`config.mk`:
```
export PLATFORM = sky130hd
export DESIGN_NAME = motor_pwm_decode_flat
export DESIGN_NICKNAME = d
export VERILOG_FILES = /design/src/rtl/motor_pwm_decode_if.sv /design/src/rtl/motor_pwm_decode.sv /design/src/flat_wrapper.sv
export SDC_FILE = /design/constraint.sdc
export NUM_CORES = 1
export LEC_CHECK = 0
export CAP_MARGIN = 15
export CORE_UTILIZATION = 25
export DETAILED_ROUTE_END_ITERATION = 8
export PLACE_DENSITY_LB_ADDON = 0.1
export SLEW_MARGIN = 20
export SYNTH_ARGS = -nofsm -noshare
export SYNTH_HDL_FRONTEND = slang
export SYNTH_SLANG_ARGS = --single-unit
```
`constraint.sdc`:
```
create_clock -name clk_in -period 5.31 [get_ports clk_in]
set_clock_uncertainty 0.2 [all_clocks]
set_input_delay 1.062 -clock clk_in [delete_from_list [all_inputs] [get_ports clk_in]]
set_output_delay 1.062 -clock clk_in [all_outputs]
set_load 0.05 [all_outputs]
```
`src/rtl/motor_pwm_decode_if.sv`:
```
// Motor drive bus plus decoded telemetry bundle for motor_pwm_decode.
// master: drive side (drives motor_in, observes results); slave: the decoder.
interface motor_pwm_decode_if #(
    parameter int WINDOW_BITS = 8
);
    logic [5:0]             motor_in;
    logic [WINDOW_BITS-1:0] speed_1;
    logic [WINDOW_BITS-1:0] speed_2;
    logic                   forward_1;
    logic                   forward_2;
    logic [WINDOW_BITS:0]   signed_1;
    logic [WINDOW_BITS:0]   signed_2;
    logic                   fault_1;
    logic                   fault_2;
    logic                   valid_out;

    modport master (
        output motor_in,
        input  speed_1, speed_2, forward_1, forward_2,
        input  signed_1, signed_2, fault_1, fault_2, valid_out
    );

    modport slave (
        input  motor_in,
        output speed_1, speed_2, forward_1, forward_2,
        output signed_1, signed_2, fault_1, fault_2, valid_out
    );
endinterface

```
`src/rtl/motor_pwm_decode.sv`:
```
// Motor drive bus decoder: recovers per-motor duty, direction, signed speed
// and fault flags once per 2^WINDOW_BITS-cycle window.
// Optional macro MOTOR_DECODE_SYNC_EN: routes motor_in through a 2-flop
// synchronizer before all logic (needed for pin / foreign-clock sources).
module motor_pwm_decode #(
    parameter int WINDOW_BITS = 8
) (
    input  logic               clk_in,
    input  logic               rst_in,
    motor_pwm_decode_if.slave  bus
);
    localparam int W = WINDOW_BITS;
    localparam logic [W-1:0] CNT_LAST = {W{1'b1}};
    localparam logic [W:0]   SAT      = {1'b0, {W{1'b1}}};

    logic [5:0] samp;

`ifdef MOTOR_DECODE_SYNC_EN
    logic [5:0] sync1_q;
    logic [5:0] sync2_q;

    // two-stage synchronizer on the raw drive bus
    always_ff @(posedge clk_in or posedge rst_in) begin
        if (rst_in) begin
            sync1_q <= '0;
            sync2_q <= '0;
        end else begin
            sync1_q <= bus.motor_in;
            sync2_q <= sync1_q;
        end
    end
    assign samp = sync2_q;
`else
    assign samp = bus.motor_in;
`endif

    // index 0 = motor 1, index 1 = motor 2
    logic [1:0] en_s;
    logic [1:0] ina_s;
    logic [1:0] inb_s;
    assign en_s  = {samp[0], samp[5]};
    assign ina_s = {samp[2], samp[4]};
    assign inb_s = {samp[1], samp[3]};

    logic [W-1:0] win_cnt_q;
    logic         valid_q;
    logic [1:0]   ina_prev_q;
    // prev sample is meaningless on the first edge after reset; without this
    // a steady ina=1 would be reported as a direction change in window one
    logic         prev_vld_q;
    logic [W:0]   acc_q    [2];
    logic [1:0]   flt_q;
    logic [1:0]   chg_q;
    logic [W-1:0] speed_q  [2];
    logic [1:0]   fwd_q;
    logic [W:0]   signed_q [2];
    logic [1:0]   fault_q;

    logic         win_end;
    logic [W:0]   acc_d    [2];
    logic [W-1:0] speed_d  [2];
    logic [W:0]   signed_d [2];
    logic [1:0]   eq_now;
    logic [1:0]   chg_now;
    logic [1:0]   fault_d;

    assign win_end = (win_cnt_q == CNT_LAST);

    // per-motor next-state: closing-window results include the current sample
    always_comb begin
        for (int m = 0; m < 2; m++) begin
            acc_d[m]    = acc_q[m] + {{W{1'b0}}, en_s[m]};
            eq_now[m]   = (ina_s[m] == inb_s[m]);
            chg_now[m]  = prev_vld_q & (ina_s[m] != ina_prev_q[m]);
            speed_d[m]  = (acc_d[m] > SAT) ? SAT[W-1:0] : acc_d[m][W-1:0];
            signed_d[m] = ina_s[m] ? {1'b0, speed_d[m]}
                                   : (~{1'b0, speed_d[m]} + {{W{1'b0}}, 1'b1});
            fault_d[m]  = flt_q[m] | eq_now[m] | chg_q[m] | chg_now[m];
        end
    end

    // window counter, accumulators, trackers and held outputs
    always_ff @(posedge clk_in or posedge rst_in) begin
        if (rst_in) begin
            win_cnt_q  <= '0;
            valid_q    <= 1'b0;
            ina_prev_q <= '0;
            prev_vld_q <= 1'b0;
            flt_q      <= '0;
            chg_q      <= '0;
            fwd_q      <= '0;
            fault_q    <= '0;
            for (int m = 0; m < 2; m++) begin
                acc_q[m]    <= '0;
                speed_q[m]  <= '0;
                signed_q[m] <= '0;
            end
        end else begin
            win_cnt_q  <= win_cnt_q + {{(W-1){1'b0}}, 1'b1};
            valid_q    <= win_end;
            ina_prev_q <= ina_s;
            prev_vld_q <= 1'b1;
            if (win_end) begin
                flt_q   <= '0;
                chg_q   <= '0;
                fwd_q   <= ina_s;
                fault_q <= fault_d;
                for (int m = 0; m < 2; m++) begin
                    acc_q[m]    <= '0;
                    speed_q[m]  <= speed_d[m];
                    signed_q[m] <= signed_d[m];
                end
            end else begin
                flt_q <= flt_q | eq_now;
                chg_q <= chg_q | chg_now;
                for (int m = 0; m < 2; m++) begin
                    acc_q[m] <= acc_d[m];
                end
            end
        end
    end

    assign bus.speed_1   = speed_q[0];
    assign bus.speed_2   = speed_q[1];
    assign bus.forward_1 = fwd_q[0];
    assign bus.forward_2 = fwd_q[1];
    assign bus.signed_1  = signed_q[0];
    assign bus.signed_2  = signed_q[1];
    assign bus.fault_1   = fault_q[0];
    assign bus.fault_2   = fault_q[1];
    assign bus.valid_out = valid_q;
endmodule

```
`src/flat_wrapper.sv`:
```
// flat-port wrapper written by rule: the top's interface ports become plain ports
module motor_pwm_decode_flat 
#(
    parameter int WINDOW_BITS = 8
)
  (clk_in, rst_in, bus_motor_in, bus_speed_1, bus_speed_2, bus_forward_1, bus_forward_2, bus_signed_1, bus_signed_2, bus_fault_1, bus_fault_2, bus_valid_out);
  motor_pwm_decode_if #(.WINDOW_BITS(WINDOW_BITS)) bus_i ();
  input  logic clk_in;
  input  logic rst_in;
  input wire logic [$bits(bus_i.motor_in)-1:0] bus_motor_in;
  output wire logic [$bits(bus_i.speed_1)-1:0] bus_speed_1;
  output wire logic [$bits(bus_i.speed_2)-1:0] bus_speed_2;
  output wire logic [$bits(bus_i.forward_1)-1:0] bus_forward_1;
  output wire logic [$bits(bus_i.forward_2)-1:0] bus_forward_2;
  output wire logic [$bits(bus_i.signed_1)-1:0] bus_signed_1;
  output wire logic [$bits(bus_i.signed_2)-1:0] bus_signed_2;
  output wire logic [$bits(bus_i.fault_1)-1:0] bus_fault_1;
  output wire logic [$bits(bus_i.fault_2)-1:0] bus_fault_2;
  output wire logic [$bits(bus_i.valid_out)-1:0] bus_valid_out;
  assign bus_i.motor_in = bus_motor_in;
  assign bus_speed_1 = bus_i.speed_1;
  assign bus_speed_2 = bus_i.speed_2;
  assign bus_forward_1 = bus_i.forward_1;
  assign bus_forward_2 = bus_i.forward_2;
  assign bus_signed_1 = bus_i.signed_1;
  assign bus_signed_2 = bus_i.signed_2;
  assign bus_fault_1 = bus_i.fault_1;
  assign bus_fault_2 = bus_i.fault_2;
  assign bus_valid_out = bus_i.valid_out;
  motor_pwm_decode #(.WINDOW_BITS(WINDOW_BITS)) u_core (.clk_in(clk_in), .rst_in(rst_in), .bus(bus_i));
endmodule
```
==> out/summary.md <==
In this run the vertical extent of the chip is 118 um. The routed layout has 2,532 vias. The buffer count from post-CTS setup fixing is 0, and the global-route met2 utilization is 20.5%.

The first detailed-routing pass took 4 iterations. Number of buffers and inverters on the critical path: 1. The largest net degree at the start of global routing is 66.

Count of hold-fix buffers inserted at cts: 0. The worst setup path category is in2reg. The relative slew slack was 49.1%; the Yosys warning count was 0.

In the global route stage, met1 resource usage came out at 16.2%. The floorplan has 41 rows. The count of input and output buffers was 46. The worst setup path is captured at a register. dfrtp_1 is the most common cell in the netlist. The tools report the floorplan core area as 12,800 um2.

Setup repair after global routing left no endpoint under its margin. Post-CTS repair changed the size of 0 cells. The delay of the slowest cell on the worst path works out to 490 ps. The tools report the launching instance or port of the critical path as bus_motor_in[5]. The element type at the critical path start was an input port.

The run gives 0 as the number of antenna violations at the first check in global routing. Max-capacitance violation count: 0. The number of nets in the layout was 401. The run gives 13,800 um2 as the total die area. The tree is rooted in a clkbuf_16. The longest clock path from root to sink contains 2 buffers. At the worst endpoint, the arrival time is 3590 ps. Setup violations remaining at the end of the flow were counted as 0. The share of the Yosys chip area taken by registers is 52.5%. The average instance in the mapped netlist occupies 9.74 um2. The via count of the first global-routing pass came out at 2,609. For this design the ratio of total power to cell area is 408 nW/um2. Finished layout cell area: 4300 um2. When the netlist entered floorplanning its net count stood at 360.

The post-DP HPWL was 5.47 mm. The tools report the number of buffers created by CTS as 9. The worst register-to-register path begins at u_core.acc_q[0]. The capture point of the critical path is u_core.bus.signed_1[6]. The tools report the netlist area before placement as 3340 um2.

For the routed wire length, the log shows 7.89 mm. The post-synthesis sequential element count is 70, and the post-synthesis async set-or-reset flop share is 100%. Once the floorplan was initialized, standard cells occupied 26.0% of the core.

After detailed routing, the number of vias per cell comes to 4.51. The minimum clock period is 3600 ps. The overflow left after global routing is 0.

The post-detailed-placement cell area is 3970 um2, and the setup total negative slack is 0 ps. The tools report the number of max-slew violations in the final report as 0. The most area-hungry cell type in the Yosys netlist is dfrtp_1. Counting flops with a built-in enable in the synthesized netlist gives 0.

The source-to-sink clock delay at the later pin of the worst-skew pair is 330 ps, and the starting DRC count in detailed routing is 112. The worst reg-to-reg path cell count was 12. Yosys attributes the largest share of cell area to dfrtp_1, xnor2_1, nand2_1, nor2_1, xor2_1. In this design, the critical path's most frequently occurring cell is ha_1. Cells with a size suffix above 1 make up 7.71% of the layout. The register-to-register setup slack was 2520 ps; the area share of the largest cell type after synthesis was 52.5%.

The maximum VDD drop was 226 uV; the synthesis-to-layout area growth was 28.7%. The logs give 0 for the hold violation total from the final report and 242 ps for the worst hold-check slack. For the total track usage, the log shows 12.7%. The highest achievable clock rate is 278 MHz. Total power for the finished layout comes to 1750 uW.

The tools report the leakage power of the design as 0.00188 uW. For this run, global-route usage on met3 was measured as 3.00%. For this run, design rule violations remaining after detail routing come to 0. For the weighted congestion reported at the end of routability-driven placement, the log shows 0.729. For the count of boundary I/O pins, the log shows 47.

Type of the most critical hold path: reg2reg. In this run the critical register-to-register path is captured at u_core.bus.signed_2[4]. The actual transition at the worst max-transition pin works out to 761 ps.

TritonCTS built the clock tree. The critical path goes through clkdlybuf4s50_1 > ha_1 > ha_1 > nand4_4 > nor3_2 > nor3_1 > ha_1 > and3_1 > a41oi_1 > xor2_1 > o21ai_0. Detail-routed net length per standard cell: 14.1 um. The first global-routing pass estimated 13.7 mm of wire. Synthesis produced a netlist whose cell count is 343.

Data on the critical path is required at its endpoint by 5300 ps. The flow ran to the end, and the final reports show no timing, DRC or antenna violations. The worst hold path begins at u_core.win_cnt_q[0]. Of all nets on the critical path, the largest fanout is 6.

The count of nets left with antenna violations once routing finished came out at 0. The global routing stage identified its most utilized layer as met2. For this design, the slowest cell found on the critical path is clkdlybuf4s50_1. In this run the number of cells on the critical path is 11. The number of distinct library cells after synthesis was 40; the clock-pin transition on the worst setup and hold timing paths was 60 ps. Number of clock sinks: 70.

In the synthesized netlist, the cells that appear most often are dfrtp_1, nand2_1, nor2_1. In the synthesized netlist the dominant register cell turns out to be dfrtp_1. Category of cells accounting for the largest share of critical-path delay: simple AND/OR/NAND/NOR gates. The x dimension of the die is 118 um, and the depth of the CTS H-tree is 3. The number of antenna diodes in the final layout is 0.

In the finished design, the share of the clock period the worst path needs comes to 67.8%.
[layer usage]
| layer | vias up | wire length (um) |
|---|---|---|
| met5 | - | 0 |
| met3 | 8 | 240 |
| met1 | 1232 | 3780 |
| met4 | 0 | 115 |
| met2 | 36 | 3740 |
| li1 | 1256 | - |
[flip-flops by register name, summed over array words and instances, names as in the netlist]
register	cells
u_core.bus.signed_1	9
u_core.bus.signed_2	9
u_core.win_cnt_q	8
u_core.bus.speed_1	7
u_core.flt_q	2
u_core.bus.valid_out	1
u_core.chg_q	2
u_core.fwd_q	2
u_core.acc_q	18
u_core.prev_vld_q	1
u_core.fault_q	2
u_core.bus.speed_2	7
u_core.ina_prev_q	2
[cell usage in the layout (no fill, tap or decap), drive strengths merged]
| cell type | n |
|---|---|
| dfrtp | 70 |
| clkdlybuf4s50 | 46 |
| nand2 | 43 |
| nor2 | 42 |
| o21ai | 24 |
| xnor2 | 20 |
| a21oi | 15 |
| nand3 | 14 |
| xor2 | 13 |
| clkbuf | 11 |
| ha | 9 |
| inv | 8 |
| nor3 | 8 |
| and3 | 7 |
| and2 | 6 |
| nand4 | 6 |
| a31oi | 5 |
| a211oi | 4 |
| a21o | 4 |
| buf | 4 |
| o21a | 4 |
| a41oi | 3 |
| o31ai | 3 |
| a31o | 2 |
| nand2b | 2 |
| nor2b | 2 |
| bufinv | 2 |
| nor4 | 2 |
| mux2 | 2 |
| clkinv | 2 |
| a311oi | 1 |
| and4 | 1 |
| o22ai | 1 |
| a221oi | 1 |
| clkinvlp | 1 |
| conb | 1 |
[layout make-up]
cell class | instances | area (um2)
fillers | 1351 | 8530
flip-flops and latches | 70 | 1750
multi-input cells | 245 | 1480
repair buffers | 50 | 490
clock buffers | 11 | 253
well taps | 172 | 215
clock inverters | 5 | 81.3
inverters | 8 | 30.0
[power by group]
group	total (uW)	internal [uW]	switching [uW]
logic	425	174	252
registers	658	589	68.5
clock network	672	437	235
[metrics by stage]
| step | util [%] | worst slack, ps | std cells |
|---|---|---|---|
| detailed placement | 30.9 | 1340 | 545 |
| floorplan | - | 1940 | 343 |
| global placement | 30.9 | 1310 | 545 |
| finish | 33.5 | 1710 | 561 |
| global route | 33.5 | 1420 | 561 |
| CTS | 33.5 | 1690 | 561 |
[worst min-delay path by stage]
stage	endpoint	slack [ps]	cells past startpoint
floorplan	u_core.win_cnt_q[0]	210	1
global placement	u_core.win_cnt_q[0]	230	1
detailed placement	u_core.win_cnt_q[0]	240	1
CTS	u_core.win_cnt_q[0]	250	1
global route	u_core.win_cnt_q[0]	280	1
finish	u_core.win_cnt_q[0]	240	1
[cells by family after synthesis]
logic type                 Yosys count  share of synthesized area [%]
and+or+nand+nor                    133                           18.9
DFF                                 70                           52.5
AOI/OAI and AO/OA                   67                           12.4
xor gates and xnor gates            33                           8.66
buffers and inverters               28                           3.45
adders and majority gates            9                           3.37
muxes                                2                          0.674
other                                1                          0.112
Note: power is estimated with default switching activity, not from simulation.
